$ cat src/rtl/rv_pkg.sv
// Shared RV32 execute-stage types: operand width, divide op and divider FSM encodings.
package rv_pkg;

  localparam int unsigned XLEN = 32;

  typedef enum logic [1:0] {DIV_S, DIV_U, REM_S, REM_U} div_op_e;

  typedef enum logic [1:0] {DIV_IDLE, DIV_CALC, DIV_DONE} div_state_e;

  function automatic logic is_rem(input div_op_e op);
    return (op == REM_S) || (op == REM_U);
  endfunction

endpackage

$ cat src/rtl/div_step.sv
// One radix-2 restoring division step: shift in the next dividend bit, trial-subtract the divisor.
module div_step #(
  parameter int unsigned XLEN = 32
) (
  input  logic [XLEN-1:0] rem,
  input  logic            dvd_msb,
  input  logic [XLEN-1:0] dvs,
  output logic [XLEN-1:0] rem_next,
  output logic            q_bit
);

  logic [XLEN:0] shifted;
  logic [XLEN:0] diff;

  // The XLEN+1-bit compare keeps the bit shifted out of rem, so no overflow near 2^XLEN.
  always_comb begin
    shifted  = {rem, dvd_msb};
    diff     = shifted - {1'b0, dvs};
    q_bit    = ~diff[XLEN];
    rem_next = q_bit ? diff[XLEN-1:0] : shifted[XLEN-1:0];
  end

endmodule

$ cat src/rtl/rv_div_unit.sv
// Multi-cycle RV32M DIV/DIVU/REM/REMU unit with valid/ready request and result channels.
module rv_div_unit #(
  parameter int unsigned XLEN = rv_pkg::XLEN
) (
  input  logic            clk_i,
  input  logic            rst_i,
  input  logic            req_valid_i,
  output logic            req_ready_o,
  input  logic [1:0]      funct_i,
  input  logic [XLEN-1:0] op1_i,
  input  logic [XLEN-1:0] op2_i,
  output logic            res_valid_o,
  input  logic            res_ready_i,
  output logic [XLEN-1:0] res_o,
  output logic            busy_o
);
  import rv_pkg::*;

  localparam int unsigned CNT_W = $clog2(XLEN);

  div_state_e      state, state_next;
  div_op_e         op_q;
  logic            neg_q, neg_r;
  logic [XLEN-1:0] dvd, dvs, rem, quo;
  logic [CNT_W-1:0] cnt;

  logic            accept, is_signed, op1_neg, op2_neg, div_zero, ovf, fast, last_iter;
  logic [XLEN-1:0] op1_mag, op2_mag, rem_step, fix_res;
  logic            q_bit;

  div_step #(.XLEN(XLEN)) u_step (
    .rem      (rem),
    .dvd_msb  (dvd[XLEN-1]),
    .dvs      (dvs),
    .rem_next (rem_step),
    .q_bit    (q_bit)
  );

  always_comb begin
    accept    = req_valid_i && (state == DIV_IDLE);
    is_signed = ~funct_i[0];
    op1_neg   = is_signed & op1_i[XLEN-1];
    op2_neg   = is_signed & op2_i[XLEN-1];
    op1_mag   = op1_neg ? -op1_i : op1_i;
    op2_mag   = op2_neg ? -op2_i : op2_i;
    div_zero  = (op2_i == '0);
    ovf       = is_signed && (op1_i == {1'b1, {(XLEN-1){1'b0}}}) && (op2_i == '1);
    fast      = div_zero || ovf;
    last_iter = (cnt == CNT_W'(XLEN-1));
    if (is_rem(op_q)) fix_res = neg_r ? -rem : rem;
    else              fix_res = neg_q ? -quo : quo;
  end

  always_comb begin
    state_next = state;
    unique case (state)
      DIV_IDLE: if (accept) state_next = fast ? DIV_DONE : DIV_CALC;
      DIV_CALC: if (last_iter) state_next = DIV_DONE;
      DIV_DONE: if (res_valid_o && res_ready_i) state_next = DIV_IDLE;
      default:  state_next = DIV_IDLE;
    endcase
  end

  always_ff @(posedge clk_i) begin
    if (rst_i) state <= DIV_IDLE;
    else       state <= state_next;
  end

  always_ff @(posedge clk_i) begin
    if (rst_i) begin
      op_q        <= DIV_S;
      neg_q       <= 1'b0;
      neg_r       <= 1'b0;
      dvd         <= '0;
      dvs         <= '0;
      rem         <= '0;
      quo         <= '0;
      cnt         <= '0;
      res_valid_o <= 1'b0;
      res_o       <= '0;
    end else begin
      unique case (state)
        DIV_IDLE: if (accept) begin
          op_q <= div_op_e'(funct_i);
          cnt  <= '0;
          // Fast-path results are preloaded raw with sign fix-up disabled.
          if (div_zero) begin
            quo   <= '1;
            rem   <= op1_i;
            neg_q <= 1'b0;
            neg_r <= 1'b0;
          end else if (ovf) begin
            quo   <= {1'b1, {(XLEN-1){1'b0}}};
            rem   <= '0;
            neg_q <= 1'b0;
            neg_r <= 1'b0;
          end else begin
            dvd   <= op1_mag;
            dvs   <= op2_mag;
            rem   <= '0;
            quo   <= '0;
            neg_q <= op1_neg ^ op2_neg;
            neg_r <= op1_neg;
          end
        end
        DIV_CALC: begin
          rem <= rem_step;
          dvd <= {dvd[XLEN-2:0], 1'b0};
          quo <= {quo[XLEN-2:0], q_bit};
          cnt <= cnt + CNT_W'(1);
        end
        DIV_DONE: begin
          if (!res_valid_o) begin
            res_valid_o <= 1'b1;
            res_o       <= fix_res;
          end else if (res_ready_i) begin
            res_valid_o <= 1'b0;
          end
        end
        default: ;
      endcase
    end
  end

  assign req_ready_o = (state == DIV_IDLE);
  assign busy_o      = (state != DIV_IDLE);

endmodule
$ cat config.mk
export PLATFORM = sky130hd
export DESIGN_NAME = rv_div_unit
export DESIGN_NICKNAME = d
export VERILOG_FILES = /design/src/rtl/rv_pkg.sv /design/src/rtl/div_step.sv /design/src/rtl/rv_div_unit.sv
export SDC_FILE = /design/constraint.sdc
export NUM_CORES = 1
export LEC_CHECK = 0
export BUFFER_PORTS_ARGS = -buffer_cell sky130_fd_sc_hd__buf_2
export CAP_MARGIN = 20
export CORE_UTILIZATION = 40
export CTS_BUF_LIST = sky130_fd_sc_hd__clkbuf_8
export CTS_CLUSTER_SIZE = 24
export DETAILED_ROUTE_END_ITERATION = 16
export PLACE_DENSITY = 0.62
export SLEW_MARGIN = 20
export SYNTH_ARGS = -nofsm -noshare
export SYNTH_HDL_FRONTEND = slang
export SYNTH_SLANG_ARGS = --single-unit
$ cat constraint.sdc
create_clock -name clk_i -period 3.5 [get_ports clk_i]
set_input_delay 0.35 -clock clk_i [delete_from_list [all_inputs] [get_ports clk_i]]
set_output_delay 0.35 -clock clk_i [all_outputs]
set_load 0.005 [all_outputs]
==> impl_metrics.yaml <==
run_status:
  outcome: "complete, no violations"
grt:
  grt_max_degree: 77
  antenna_found_initial: 1
  first_global_vias: 11152
  busiest_layer: "met2"
  grt_overflow: 0
  grt_pass1_wl_mm: 61.92
  grt_use_met3: 0.05200
  grt.met1_usage: 0.3461
  grt_usage: 0.2569
  grtUsageMet2: 0.4047
finish:
  final_cells: 2063
  drive_gt1_frac: 0.1502
  mostFrequentLayoutCell: "nor2_1"
  final_util: 0.4659
  nets: 1777
  area_growth_pct: 13.39
  design_area_um2: 13520
  final_cell_mix: "234 x nor2_1, 170 x dfxtp_1, 144 x a21oi_1"
timing:
  worst_clock_skew_ns: 0.01380
  hold_viol: 0
  tightest_slew_ns: 0.9473
  timing.fmax_ghz: 0.3082
  slew_viol_final: 0
  report.final.setup_viol: 0
  setup_tns_ns: 0
  worst_slack_ns: 0.2549
  maxSlewHeadroom: 0.3676
  period_share: 0.9272
  rsz0062_at_grt: "false"
  min_period_ns: 3.245
power:
  switching_power_mw: 2.961
  max-vdd-ir-drop_v: 0.0002538
  p_comb_frac: 0.461
  switching_share: 0.4083
  pwr-share-seq: 0.333
  clock_power_share: 0.207
  power.internal_mw: 4.292
  powerDensity_nw_per_um2: 536.6
  power_leakage_nw: 5.347
worst_setup_path:
  worstSetupEndpointType: "flip-flop"
  path_max_fanout: 9
  crit_arrival_ns: 3.61
  reg2reg_depth: 14
  worstPathRequired_ns: 3.86
  start_kind: "flip-flop"
  critPathKind: "reg -> reg"
floorplan:
  io_pins: 105
  start_util: 0.4109
  num_rows: 62
  chipWidth_um: 174.6
  die_h_um: 174.6
  core_area_um2: 29010
  dieArea_um2: 30500
synthesis:
  yosys-top-cells-area: "dfxtp_1 29%, nor2_1 7.5%, a211oi_1 7.2%"
  synthFlopType: "dfxtp_1"
  synth_cells: 1584
  synth_fp_nets: 1694
  async_flop_share: 0
  synth_area_per_cell_um2: 7.525
  synth_edf_count: 0
  ys_seq_area_frac: 0.2872
  synth-warning-count: 0
  ys_ff_latch: 171
  syn_area_um2: 11920
  synth_area_leader_cell: "dfxtp_1"
  yosysTopAreaCellShare: 0.2872
  synth_cell_types: 77
clock_network:
  path_clk_slew_ns: 0.09
  cts_made_buffers: 17
  cts_max_path_buffers: 2
  cts-htree-levels: 4
  holdBufCountCts: 0
  cts_tree: "done"
  clockRootBuffer: "clkbuf_8"
  cts.sinks: 171
  clock_latency_ns: 0.49
  post_cts_buffers: 0
  cts_resized: 0
job:
  maxCapViolCount: 0
place:
  dp_cells: 2032
  pre_cts_ws_ns: 0.2137
  port_buffers: 104
  postPlaceCellArea_um2: 13110
  post-dp-hpwl_mm: 29.36
  gp_congestion: 0.9525
drt:
  post-route-drc-count: 0
  routed_via_density: 5.857
  ant_nets: 0
  drt-pass1-iter-count: 5
  drt_iter0_markers: 940
  wl_mm: 39.09
  wire_per_inst_um: 18.95
  vias: 12084
worst_hold_path:
  whs_path_depth: 3
  hp-class: "in -> reg"
[per-stage QoR]
stage,hold slack [ns],power (mW)
2_1_floorplan,0.4411,4.718
3_3_place_gp,0.4390,5.705
3_5_place_dp,0.4416,5.736
4_1_cts,0.08626,7.242
5_1_grt,0.1128,7.728
6_report,0.1061,7.253
[synthesized netlist by cell type, drive strengths merged (2+ instances only)]
| cell type | n |
|---|---|
| a22oi | 4 |
| nor3b | 3 |
| nand2 | 124 |
| nand4b | 2 |
| nand4 | 18 |
| dfxtp | 171 |
| a41o | 2 |
| a31oi | 12 |
| and3 | 5 |
| a211oi | 114 |
| nor2b | 8 |
| a311oi | 2 |
| or3 | 15 |
| nand2b | 19 |
| o21a | 2 |
| mux2i | 11 |
| a21o | 11 |
| o2bb2ai | 2 |
| o31ai | 37 |
| nand3 | 18 |
| mux2 | 15 |
| inv | 51 |
| ha | 39 |
| or4 | 13 |
| xor2 | 77 |
| a21oi | 145 |
| nand3b | 3 |
| nor4 | 12 |
| a221oi | 19 |
| and4 | 3 |
| and2 | 2 |
| xnor2 | 68 |
| nor2 | 239 |
| o41ai | 14 |
| o2111ai | 4 |
| o21bai | 6 |
| clkinv | 2 |
| buf | 22 |
| o21ai | 58 |
| o211a | 2 |
| nor3 | 78 |
| o211ai | 24 |
| or2 | 6 |
| o22ai | 3 |
| clkbuf | 84 |
[kinds of logic (layout without fill, tap and decap cells)]
family,after synthesis,count (layout),share of synthesized area
AND/OR/NAND/NOR,572,572,0.2263
adder cells (fa/ha/maj),40,40,0.04262
XOR/XNOR,145,145,0.1072
flip-flops,171,171,0.2872
AO/OA/AOI/OAI,471,471,0.2613
other,0,1,0
buffers and inverters,159,253,0.05206
multiplexers,26,26,0.02341
[routing by layer]
| layer | part of all wire | up-vias |
|---|---|---|
| met5 | 0.00026 | - |
| met4 | 0.031 | 2 |
| met3 | 0.063 | 57 |
| met2 | 0.45 | 388 |
| met1 | 0.46 | 5738 |
| li1 | - | 5899 |
[power groups by stage]
| stage | clock, mW | sequential, mW | combinational [mW] |
|---|---|---|---|
| floorplan | 0 | 2.37 | 2.35 |
| global placement | 0 | 2.45 | 3.26 |
| detailed placement | 0 | 2.45 | 3.28 |
| CTS | 1.53 | 2.41 | 3.30 |
| global route | 1.62 | 2.44 | 3.67 |
| finish | 1.50 | 2.41 | 3.34 |
[worst max-delay path, stage by stage (launching register included)]
cell	delay (ns)
dfxtp_1	0.36
inv_1	0.05
ha_1	0.20
fa_1	0.40
nand2b_1	0.19
a21oi_2	0.22
o2111ai_1	0.20
a21oi_1	0.25
nor3_2	0.11
xnor2_4	0.18
buf_4	0.19
buf_4	0.18
nand3_1	0.09
o22ai_1	0.08
a2111oi_0	0.42
[state kept, by name, indices dropped and copies added, names as in the netlist]
name,cells
dvd,32
dvs,32
quo,32
rem,32
res_o,32
cnt,5
state,2
neg_q,1
neg_r,1
op_q,1
res_valid_o,1
[worst paths after layout]
path,end,from,slack (ns)
min,op_q[1],funct_i[1],0.11
max,rem[30],dvd[31],0.25
max reg2reg,rem[30],dvd[31],0.25
min reg2reg,res_o[3],res_o[3],0.45
[final cells by class]
class | count | area (µm²)
clock inverters | 10 | 125.1
clock buffers | 20 | 275.3
repair buffers | 170 | 1081
fillers | 2965 | 15500
flip-flops and latches | 171 | 3425
well taps | 384 | 480.5
inverters | 53 | 198.9
multi-input cells | 1254 | 7929
diodes | 1 | 2.502
(Power assumes the default switching activity.)
